--- config.mk ---
export PLATFORM = sky130hd
export DESIGN_NAME = ccg_bist_engine
export DESIGN_NICKNAME = d
export VERILOG_FILES = /design/src/rtl/ccg_bist_pkg.sv /design/src/rtl/ccg_bist_patgen.sv /design/src/rtl/ccg_bist_engine.sv
export SDC_FILE = /design/constraint.sdc
export NUM_CORES = 1
export LEC_CHECK = 0
export CORE_UTILIZATION = 50
export DETAILED_ROUTE_END_ITERATION = 16
export PLACE_DENSITY = 0.79
export SETUP_SLACK_MARGIN = 0.05
export SLEW_MARGIN = 20
export SYNTH_ARGS = -nofsm -noshare
export SYNTH_HDL_FRONTEND = slang
export SYNTH_SLANG_ARGS = --single-unit
--- constraint.sdc ---
create_clock -name clk -period 2.75 [get_ports clk]
set_clock_uncertainty 0.1 [all_clocks]
set_input_delay 0.6875 -clock clk [delete_from_list [all_inputs] [get_ports clk]]
set_output_delay 0.6875 -clock clk [all_outputs]
set_load 0.01 [all_outputs]
--- src/rtl/ccg_bist_pkg.sv ---
// ccg_bist_pkg: shared types and constants for the CCG BIST engine.
// Holds the FSM state encoding, the MISR width and feedback mask, and the
// primitive-polynomial feedback masks used by the LFSR pattern source.
package ccg_bist_pkg;

  typedef enum logic [1:0] {
    ST_IDLE  = 2'd0,
    ST_RUN   = 2'd1,
    ST_DRAIN = 2'd2,
    ST_DONE  = 2'd3
  } bist_state_t;

  localparam int          MISR_W    = 16;
  localparam logic [15:0] MISR_POLY = 16'h6801;

  // Feedback mask for a left-shifting Galois LFSR of the given width.
  // Each mask holds the lower-order terms of a primitive polynomial, so the
  // register walks all 2^w-1 non-zero states.
  function automatic logic [15:0] poly_mask(input int width);
    logic [15:0] mask;
    mask = 16'h0003;
    case (width)
      2:       mask = 16'h0003;
      3:       mask = 16'h0005;
      4:       mask = 16'h0009;
      5:       mask = 16'h0005;
      6:       mask = 16'h0021;
      7:       mask = 16'h0041;
      8:       mask = 16'h001D;
      9:       mask = 16'h0021;
      10:      mask = 16'h0081;
      11:      mask = 16'h0201;
      12:      mask = 16'h0053;
      13:      mask = 16'h001B;
      14:      mask = 16'h002B;
      15:      mask = 16'h4001;
      16:      mask = 16'hA011;
      default: mask = 16'h0003;
    endcase
    return mask;
  endfunction

endpackage

--- src/rtl/ccg_bist_patgen.sv ---
// ccg_bist_patgen: pattern register for the BIST engine.
// Default build: maximal-length Galois LFSR, an all-zero seed is forced to 1.
// With CCG_BIST_EXHAUSTIVE_EN defined: binary up-counter from the seed that
// wraps modulo 2^N_IN, zero seed allowed.
module ccg_bist_patgen
  import ccg_bist_pkg::*;
#(
  parameter int N_IN = 6
) (
  input  logic            clk,
  input  logic            rst,
  input  logic            load,
  input  logic            adv,
  input  logic [N_IN-1:0] seed,
  output logic [N_IN-1:0] pat
);

  logic [N_IN-1:0] pat_next;
  logic [N_IN-1:0] load_val;

`ifdef CCG_BIST_EXHAUSTIVE_EN
  // Counter mode: next pattern is the binary successor, seed loads as given.
  always_comb begin
    pat_next = pat + N_IN'(1);
    load_val = seed;
  end
`else
  localparam logic [15:0]     POLY_FULL = poly_mask(N_IN);
  localparam logic [N_IN-1:0] POLY_MASK = POLY_FULL[N_IN-1:0];

  // LFSR mode: shift left, fold the dropped MSB back through the mask; the
  // all-zero state is a lock-up state, so a zero seed is replaced by 1.
  always_comb begin
    pat_next = {pat[N_IN-2:0], 1'b0} ^ (pat[N_IN-1] ? POLY_MASK : '0);
    load_val = (seed == '0) ? N_IN'(1) : seed;
  end
`endif

  // Pattern register: load on an accepted start, otherwise step when asked.
  always_ff @(posedge clk) begin
    if (rst) begin
      pat <= '0;
    end else if (load) begin
      pat <= load_val;
    end else if (adv) begin
      pat <= pat_next;
    end
  end

endmodule

--- src/rtl/ccg_bist_engine.sv ---
// ccg_bist_engine: BIST controller that drives N_PAT patterns into a CUT and
// compacts the CUT responses into a 16-bit MISR signature.
// Pattern source selected by macro CCG_BIST_EXHAUSTIVE_EN (see ccg_bist_patgen).
module ccg_bist_engine
  import ccg_bist_pkg::*;
#(
  parameter int N_IN    = 6,
  parameter int N_OUT   = 5,
  parameter int N_PAT   = 64,
  parameter int CUT_LAT = 0
) (
  input  logic              clk,
  input  logic              rst,
  input  logic              start_i,
  input  logic [N_IN-1:0]   seed_i,
  output logic [N_IN-1:0]   pat_o,
  output logic              pat_vld_o,
  input  logic [N_OUT-1:0]  resp_i,
  output logic              busy_o,
  output logic              done_o,
  output logic [MISR_W-1:0] sig_o
);

  localparam logic [15:0] PAT_LAST   = 16'(N_PAT - 1);
  localparam logic [2:0]  DRAIN_LAST = (CUT_LAT > 0) ? 3'(CUT_LAT - 1) : 3'd0;

  bist_state_t       state;
  logic [15:0]       pat_cnt;
  logic [2:0]        drain_cnt;
  logic              vld_q;
  logic              busy_q;
  logic              done_q;
  logic [MISR_W-1:0] sig_q;
  logic [MISR_W-1:0] sig_next;
  logic [N_IN-1:0]   pat_raw;
  logic              start_acc;
  logic              last_pat;
  logic              pat_adv;
  logic              comp_en;

  // Start is only honoured when idle or finished; the last pattern of a run
  // is the one shown while the counter sits at N_PAT-1.
  always_comb begin
    start_acc = start_i && ((state == ST_IDLE) || (state == ST_DONE));
    last_pat  = (state == ST_RUN) && (pat_cnt == PAT_LAST);
    pat_adv   = (state == ST_RUN) && !last_pat;
  end

  ccg_bist_patgen #(
    .N_IN (N_IN)
  ) u_patgen (
    .clk  (clk),
    .rst  (rst),
    .load (start_acc),
    .adv  (pat_adv),
    .seed (seed_i),
    .pat  (pat_raw)
  );

  // Control FSM with registered valid/busy/done flags.
  always_ff @(posedge clk) begin
    if (rst) begin
      state     <= ST_IDLE;
      pat_cnt   <= '0;
      drain_cnt <= '0;
      vld_q     <= 1'b0;
      busy_q    <= 1'b0;
      done_q    <= 1'b0;
    end else begin
      case (state)
        ST_IDLE, ST_DONE: begin
          if (start_i) begin
            state   <= ST_RUN;
            pat_cnt <= '0;
            vld_q   <= 1'b1;
            busy_q  <= 1'b1;
            done_q  <= 1'b0;
          end
        end
        ST_RUN: begin
          if (last_pat) begin
            vld_q <= 1'b0;
            if (CUT_LAT == 0) begin
              state  <= ST_DONE;
              busy_q <= 1'b0;
              done_q <= 1'b1;
            end else begin
              state     <= ST_DRAIN;
              drain_cnt <= '0;
            end
          end else begin
            pat_cnt <= pat_cnt + 16'd1;
          end
        end
        ST_DRAIN: begin
          if (drain_cnt == DRAIN_LAST) begin
            state  <= ST_DONE;
            busy_q <= 1'b0;
            done_q <= 1'b1;
          end else begin
            drain_cnt <= drain_cnt + 3'd1;
          end
        end
        default: state <= ST_IDLE;
      endcase
    end
  end

  // Compaction enable: pattern-valid delayed by the CUT latency so each
  // response is folded in the cycle it actually arrives.
  generate
    if (CUT_LAT == 0) begin : g_no_lat
      assign comp_en = vld_q;
    end else begin : g_lat
      logic [CUT_LAT-1:0] vld_dly;

      // Valid delay line, one stage per cycle of CUT latency.
      always_ff @(posedge clk) begin
        if (rst) begin
          vld_dly <= '0;
        end else begin
          vld_dly[0] <= vld_q;
          for (int i = 1; i < CUT_LAT; i++) begin
            vld_dly[i] <= vld_dly[i-1];
          end
        end
      end

      assign comp_en = vld_dly[CUT_LAT-1];
    end
  endgenerate

  // MISR next state: shift with feedback, then fold in the response.
  always_comb begin
    sig_next = {sig_q[MISR_W-2:0], 1'b0}
             ^ (sig_q[MISR_W-1] ? MISR_POLY : '0)
             ^ MISR_W'(resp_i);
  end

  // Signature register: cleared on start, updated only on aligned responses,
  // so it stays frozen through DONE.
  always_ff @(posedge clk) begin
    if (rst) begin
      sig_q <= '0;
    end else if (start_acc) begin
      sig_q <= '0;
    end else if (comp_en) begin
      sig_q <= sig_next;
    end
  end

  assign pat_o     = vld_q ? pat_raw : '0;
  assign pat_vld_o = vld_q;
  assign busy_o    = busy_q;
  assign done_o    = done_q;
  assign sig_o     = sig_q;

endmodule

## Yosys cells after proc, flatten, opt, wreduce, memory -nomap -nowiden

Cells that the tools add are included.
W data, S select, Z words.

- Register bits: 46
- Latch bits: 0
- Bits in writable memories: 0
- ROM bits: 0
- Input bits: 14
- Output and inout bits: 25
- Memories: 0

- Add/sub/neg operators: 2
- Multiply operators: 0
- Divide/modulo/power cells: 0
- Magnitude comparators: 0
- Equal/unequal tests: 8
- Shift operators: 0
- Multiplexer cells: 22
- Bitwise operators: 4
- Reductions and logical operators: 16

Operator list:

| kind | count |
|---|---|
| $mux W16 | 2 |
| $pmux W16 S2 | 1 |
| $mux W6 | 5 |
| $add A16 B1 Y16 const B | 1 |
| $eq A16 B6 Y1 const B | 1 |
| $xor A16 B15 Y16 | 1 |
| $xor A16 B5 Y16 | 1 |
| $mux W15 | 1 |
| $reduce_and A3 Y1 | 3 |
| $ne A2 B2 Y1 const B | 4 |
| $logic_not A6 Y1 | 1 |
| $mux W1 | 6 |
| $mux W2 | 3 |
| $pmux W1 S3 | 2 |
| $pmux W2 S3 | 1 |
| $xor A6 B6 Y6 | 1 |
| $eq A2 B2 Y1 const B | 2 |
| $reduce_bool A2 Y1 | 2 |
| $reduce_or A2 Y1 | 2 |
| $add A3 B1 Y3 const B | 1 |
| $logic_and A1 B1 Y1 | 3 |
| $logic_not A3 Y1 | 1 |
| $eq A2 B1 Y1 const B | 1 |
| $logic_not A2 Y1 | 1 |
| other kinds (5) | 5 |

## Longest topological paths before layout

Gate-level depths: netlist of the first run.

- Depth in word-level cells: 6
- Gate-level depth with buffers: 8
- Mapped depth without buffers: 7

## Cells and area by module

From an unflattened synthesis of the first run, not the netlist that was laid out.

- Cells, all modules: 258
- Area total of the unflattened synthesis: 2272.2 µm²

Modules (own cells, without submodules):

| module | instances | cells an instance | area each (µm²) |
|---|---|---|---|
| ccg_bist_engine | 1 | 225 | 1940.6 |
| ccg_bist_patgen | 1 | 33 | 331.6 |

## Least setup slack after synthesis of the first run

Ideal clock, no wire load.

- Kind: register -> register
- Start point: reg done_o (netlist name)
- End point: reg pat_cnt[13]
- Setup time: 0.088 ns
- Arrival: 1.835 ns
- Data required time: 2.562 ns
- Slack: 0.727 ns
- Cell stages (with the launch flop): 8
- Path buffers: 1
- Clock period less this slack: 2.023 ns
- Cells stage by stage: dfxtp_1 > inv_1 > ha_1 > clkinv_1 > or4_4 > o21a_4 > buf_6 > a311oi_2

RTL lines:

| what | RTL line | text |
|---|---|---|
| end signal, assigned | ccg_bist_engine.sv:92 | `pat_cnt <= pat_cnt + 16'd1;` |
| end, declared | ccg_bist_engine.sv:28 | `logic [15:0] pat_cnt;` |

## Worst setup path after layout of the first run

- Start point: reg vld_q (netlist: pat_vld_o)
- End point: out pat_vld_o

RTL lines:

| what | RTL line | text |
|---|---|---|
| start, declared | ccg_bist_engine.sv:30 | `logic vld_q;` |
| start signal, assigned | ccg_bist_engine.sv:66 | `vld_q <= 1'b0;` |
| start signal, assigned | ccg_bist_engine.sv:75 | `vld_q <= 1'b1;` |
| start signal, assigned | ccg_bist_engine.sv:82 | `vld_q <= 1'b0;` |
| end, declared | ccg_bist_engine.sv:17 | `output logic pat_vld_o,` |

No word-level cell between the ends.

==> flow_summary.json, run 1 <==
{
  "p_int_uw": 1260,
  "grt_pass1_wl_mm": 7.92,
  "synthDistinctLibCells": 41,
  "post_cts_buffers": 0,
  "gr-total-overflow": 0,
  "global_route.usage.met3": 0.0349,
  "setup_violations": 0,
  "p_sw_uw": 671,
  "instances_no_fill": 337,
  "dp_hpwl_mm": 3.23,
  "place_inst": 330,
  "cts_resized": 0,
  "seq_area_frac_synth": 0.399,
  "synth-xor-area-share": 0.0466,
  "hold_path.startpoint": "pat_cnt[15]",
  "cts_htree_levels": 2,
  "power_frac_comb": 0.366,
  "status": "finished, final reports clean",
  "final_common_cell": "dfxtp_1",
  "n_antenna_cell": 0,
  "syn_area_per_cell_um2": 8.96,
  "hold_violations": 0,
  "busiest_layer": "met2",
  "synth_top_family_by_area": "compound AO/OA/AOI/OAI gates",
  "synth-compound-area-share": 0.203,
  "nNetsFinal": 304,
  "synth_area_um2": 2260,
  "worst_slew_pin_slew_ps": 610,
  "clkLatencyLatePin_ps": 300,
  "via_count": 1927,
  "initial_core_util": 0.518,
  "ys_warn_count": 0,
  "leakage_uw": 0.000997,
  "tns_ps": 0,
  "dr.pass1.iters": 4,
  "hold_path.class": "flip-flop to flip-flop",
  "fin_crit_ps": 2420,
  "fp.dieW_um": 69.2,
  "synth_ff_type": "dfxtp_1",
  "ys_ff_latch": 45,
  "ir_worst_vdd_mv": 0.477,
  "yosys.area_share.simple": 0.183,
  "rr_worst_depth": 6,
  "area_growth_pct": 21.0,
  "clkTransAtPathRegs_ps": 80,
  "die_area_um2": 4790,
  "mostFrequentLayoutCells": "dfxtp_1, clkdlybuf4s50_1, nor2_1",
  "drt_drc_violations_left": 0,
  "synthMuxAreaShare": 0.0754,
  "wl_per_cell_um": 13.7,
  "synth_edf_count": 0,
  "timing.rr.end": "busy_o",
  "required_ps": 1960,
  "drt_wl_total_mm": 4.60,
  "cts_root_buf": "clkbuf_8",
  "numCtsBuffers": 5,
  "grt_setup_unrepaired": "no",
  "critPathKind": "flip-flop to output pin",
  "grt_max_degree": 21,
  "gp_congestion": 0.904,
  "synthArstFlopShare": 0,
  "grtUsageMet2": 0.325,
  "cts_tree": "yes",
  "antenna_found_initial": 0,
  "core_area_um2": 4350,
  "hold_buffers": 0,
  "startpoint": "pat_vld_o",
  "reg2reg_slack_ps": 520,
  "drtIter0Drc": 82,
  "period_share": 0.881,
  "fmax_mhz": 413,
  "chipHeight_um": 69.2,
  "clock_path_buffers": 2,
  "use_met1": 0.259,
  "slew_headroom": 0.590,
  "ant_nets": 0,
  "grt_pass1_vias": 1767,
  "timing.rr.start": "pat_cnt[0]",
  "worst_setup_path_end_kind": "output pin",
  "power_density_nw_per_um2": 708,
  "seq_power_share": 0.421,
  "finalMaxSlewViolations": 0,
  "p_clk_frac": 0.213,
  "hold_end": "pat_cnt[15]",
  "io_pins": 39,
  "whs_ps": 395,
  "synth_cells": 252,
  "utilization": 0.627,
  "drive_gt1_frac": 0.102,
  "crit_arrival_ps": 1640,
  "clkSinkCount": 45,
  "port_buffers": 38,
  "worst-path-max-fanout": 18,
  "via_per_inst": 5.72,
  "whs_path_depth": 2,
  "drv_cap": 0,
  "synthesis.nets": 271,
  "num_rows": 24,
  "swShare": 0.347,
  "synth_adder_area_share": 0.0277,
  "grt_usage": 0.201,
  "start_kind": "flip-flop"
}
==> worst max-delay path: stages (launching register included) <==
cell and delay (ps):
dfxtp_1 470, buf_4 300, clkdlybuf4s50_1 570
==> kinds of logic after synthesis <==
group | Yosys count
buffers and inverters | 29
adder cells (fa/ha/maj) | 5
flip-flops | 45
multiplexers | 17
XOR/XNOR | 12
AO/OA/AOI/OAI | 60
AND/OR/NAND/NOR | 84
==> worst max-delay path by stage <==
stage,endpoint,slack (ps),cells after the start
2_1_floorplan,pat_cnt[13],730,7
3_3_place_gp,pat_cnt[13],320,7
3_5_place_dp,pat_cnt[4],280,7
4_1_cts,pat_vld_o,310,2
5_1_grt,pat_vld_o,220,2
6_report,pat_vld_o,330,2
==> state kept, by name (all words and copies together), names as in the netlist <==
name          count
drain_cnt         3
busy_o            1
sig_o            16
u_patgen.pat      6
pat_cnt          16
done_o            1
pat_vld_o         1
state             1
==> cell usage after synthesis (3+ instances only) <==
cell / count / area [µm²]
a31oi_1: 4 / 25.0
clkbuf_1: 7 / 26.3
and3_1: 3 / 18.8
or2_2: 4 / 25.0
buf_4: 8 / 60.1
nor3_1: 3 / 15.0
nand4_1: 3 / 18.8
and2_1: 8 / 50.1
a21oi_1: 12 / 60.1
mux2i_1: 17 / 170
a311oi_2: 7 / 105
a41oi_1: 3 / 26.3
a211oi_1: 10 / 75.1
nand2_1: 14 / 52.6
inv_1: 9 / 33.8
nand3_1: 11 / 55.1
xnor2_1: 12 / 105
ha_1: 5 / 62.6
nor2_1: 30 / 113
dfxtp_1: 45 / 901
o21ai_0: 11 / 55.1
o21ai_1: 3 / 15.0
==> final cells by class <==
cell class,count,area [µm²]
Fill cell,352,1620
Multi-Input combinational cell,178,1210
Sequential cell,45,901
Timing Repair Buffer,45,433
Clock buffer,7,86.3
Tap cell,52,65.1
Inverter,10,37.5
==> metrics by stage <==
step                      setup slack (ps)  power (µW)  instance area [µm²]
final                                  327        1930                 2730
after global placement                 323        1520                 2650
after detailed placement               279        1530                 2650
after floorplan                        727        1310                 2260
after CTS                              314        1940                 2730
after global routing                   222        2040                 2730
==> routing by layer <==
metal / vias up / part of all wire / routed length [µm]
met1: 908 / 0.47 / 2150
met5: - / 0 / 0
met2: 39 / 0.48 / 2190
li1: 968 / - / -
met4: 0 / 0.024 / 111
met3: 12 / 0.034 / 155
==> power groups by stage <==
stage / logic [µW] / registers, µW / clock network [µW]
after detailed placement: 703 / 829 / 0
after CTS: 707 / 816 / 415
final: 707 / 815 / 411
after global placement: 688 / 829 / 0
after floorplan: 487 / 824 / 0
after global routing: 768 / 829 / 441
Note: power is estimated with default switching activity, not from simulation.
==> run 2: changes to the inputs <==
--- a/config.mk
+++ b/config.mk
@@ -5,8 +5,10 @@
 export SDC_FILE = /design/constraint.sdc
 export NUM_CORES = 1
 export LEC_CHECK = 0
+export CAP_MARGIN = 20
 export CORE_UTILIZATION = 50
 export DETAILED_ROUTE_END_ITERATION = 16
+export MAX_ROUTING_LAYER = met4
 export PLACE_DENSITY = 0.79
 export SETUP_SLACK_MARGIN = 0.05
 export SLEW_MARGIN = 20
==> flow_summary.json, run 2 (synthesized netlist as in run 1, its figures left out) <==
{
  "port_buffers": 38,
  "antenna_found_initial": 0,
  "timing.rr.end": "busy_o",
  "period_share": 0.881,
  "grt_pass1_vias": 1767,
  "hold_violations": 0,
  "numCtsBuffers": 5,
  "gp_congestion": 0.920,
  "die_area_um2": 4790,
  "ir_worst_vdd_mv": 0.477,
  "final_common_cell": "dfxtp_1",
  "clkTransAtPathRegs_ps": 80,
  "hold_path.class": "flip-flop to flip-flop",
  "finalPower_uw": 1930,
  "chipHeight_um": 69.2,
  "worst_setup_path_end_kind": "output pin",
  "cts_root_buf": "clkbuf_8",
  "setup_ws_ps": 327,
  "dp_hpwl_mm": 3.23,
  "crit_arrival_ps": 1640,
  "cts_resized": 0,
  "setup_violations": 0,
  "io_pins": 39,
  "initial_core_util": 0.518,
  "fmax_mhz": 413,
  "via_per_inst": 5.72,
  "fin_crit_ps": 2420,
  "leakage_uw": 0.000997,
  "drt_wl_total_mm": 4.61,
  "start_kind": "flip-flop",
  "grt_usage": 0.207,
  "finalMaxSlewViolations": 0,
  "grt_pass1_wl_mm": 7.92,
  "power_frac_comb": 0.366,
  "n_antenna_cell": 0,
  "worst_slew_pin_slew_ps": 610,
  "nNetsFinal": 304,
  "num_rows": 24,
  "via_count": 1927,
  "clkSinkCount": 45,
  "ant_nets": 0,
  "wl_per_cell_um": 13.7,
  "drv_cap": 0,
  "p_clk_frac": 0.213,
  "post_cts_buffers": 0,
  "mostFrequentLayoutCells": "dfxtp_1, clkdlybuf4s50_1, nor2_1",
  "timing.rr.start": "pat_cnt[0]",
  "worst-path-max-fanout": 18,
  "critPathKind": "flip-flop to output pin",
  "grt_max_degree": 21,
  "clock_path_buffers": 2,
  "gr-total-overflow": 0,
  "drive_gt1_frac": 0.102,
  "grt_setup_unrepaired": "no",
  "dr.pass1.iters": 4,
  "drt_drc_violations_left": 0,
  "cts_tree": "yes",
  "required_ps": 1960,
  "clkLatencyLatePin_ps": 300,
  "slew_headroom": 0.590,
  "drtIter0Drc": 83,
  "reg2reg_slack_ps": 520,
  "swShare": 0.347,
  "fp.dieW_um": 69.2,
  "startpoint": "pat_vld_o",
  "rr_worst_depth": 6,
  "p_int_uw": 1260,
  "core_area_um2": 4350,
  "p_sw_uw": 671,
  "whs_path_depth": 2,
  "power_density_nw_per_um2": 708,
  "place_ws_ps": 279,
  "worstSetupEndpoint": "pat_vld_o",
  "area_growth_pct": 21.0,
  "hold_buffers": 0,
  "status": "finished, final reports clean",
  "seq_power_share": 0.421,
  "cts_htree_levels": 2,
  "tns_ps": 0
}
[run 2: cell counts in the layout (fill, tap and decap cells not counted)]
No cell type changed its count.
[run 2: worst min path at each step]
stage	from	to
2_1_floorplan	state[0]	state[0]
5_1_grt	state[0]	state[0]
4_1_cts	pat_cnt[15]	pat_cnt[15]
3_3_place_gp	pat_cnt[15]	pat_cnt[15]
3_5_place_dp	pat_cnt[15]	pat_cnt[15]
6_report	pat_cnt[15]	pat_cnt[15]
[run 2: routing by layer]
layer | up-vias | part of all wire | GRT usage
met2 | 39 | 0.48 | 0.325
met3 | 12 | 0.033 | 0.0334
met4 | 0 | 0.024 | 0.0998
li1 | 968 | - | -
met5 | - | 0 | -
met1 | 908 | 0.47 | 0.259
[run 2: layout make-up]
class                   instances  area (µm²)
inverters                      10        37.5
flip-flops and latches         45         901
clock buffers                   7        86.3
multi-input cells             178        1210
repair buffers                 45         433
well taps                      52        65.1
fillers                       352        1620
[run 2: metrics by stage]
step,std cells,area (µm²),utilization,hold WS (ps)
2_1_floorplan,252,2260,-,353
3_3_place_gp,330,2650,0.607,365
3_5_place_dp,330,2650,0.607,379
4_1_cts,337,2730,0.627,395
5_1_grt,337,2730,0.627,426
6_report,337,2730,0.627,395
[run 2: critical path, stage by stage, from the launching register on]
cell and delay, ps:
dfxtp_1 470, buf_4 300, clkdlybuf4s50_1 570
[run 2: power by group through the flow]
stage          logic, µW  clock network (µW)  registers, µW
2_1_floorplan        487                   0            824
3_3_place_gp         688                   0            829
3_5_place_dp         703                   0            829
4_1_cts              707                 415            816
5_1_grt              768                 441            829
6_report             707                 411            815
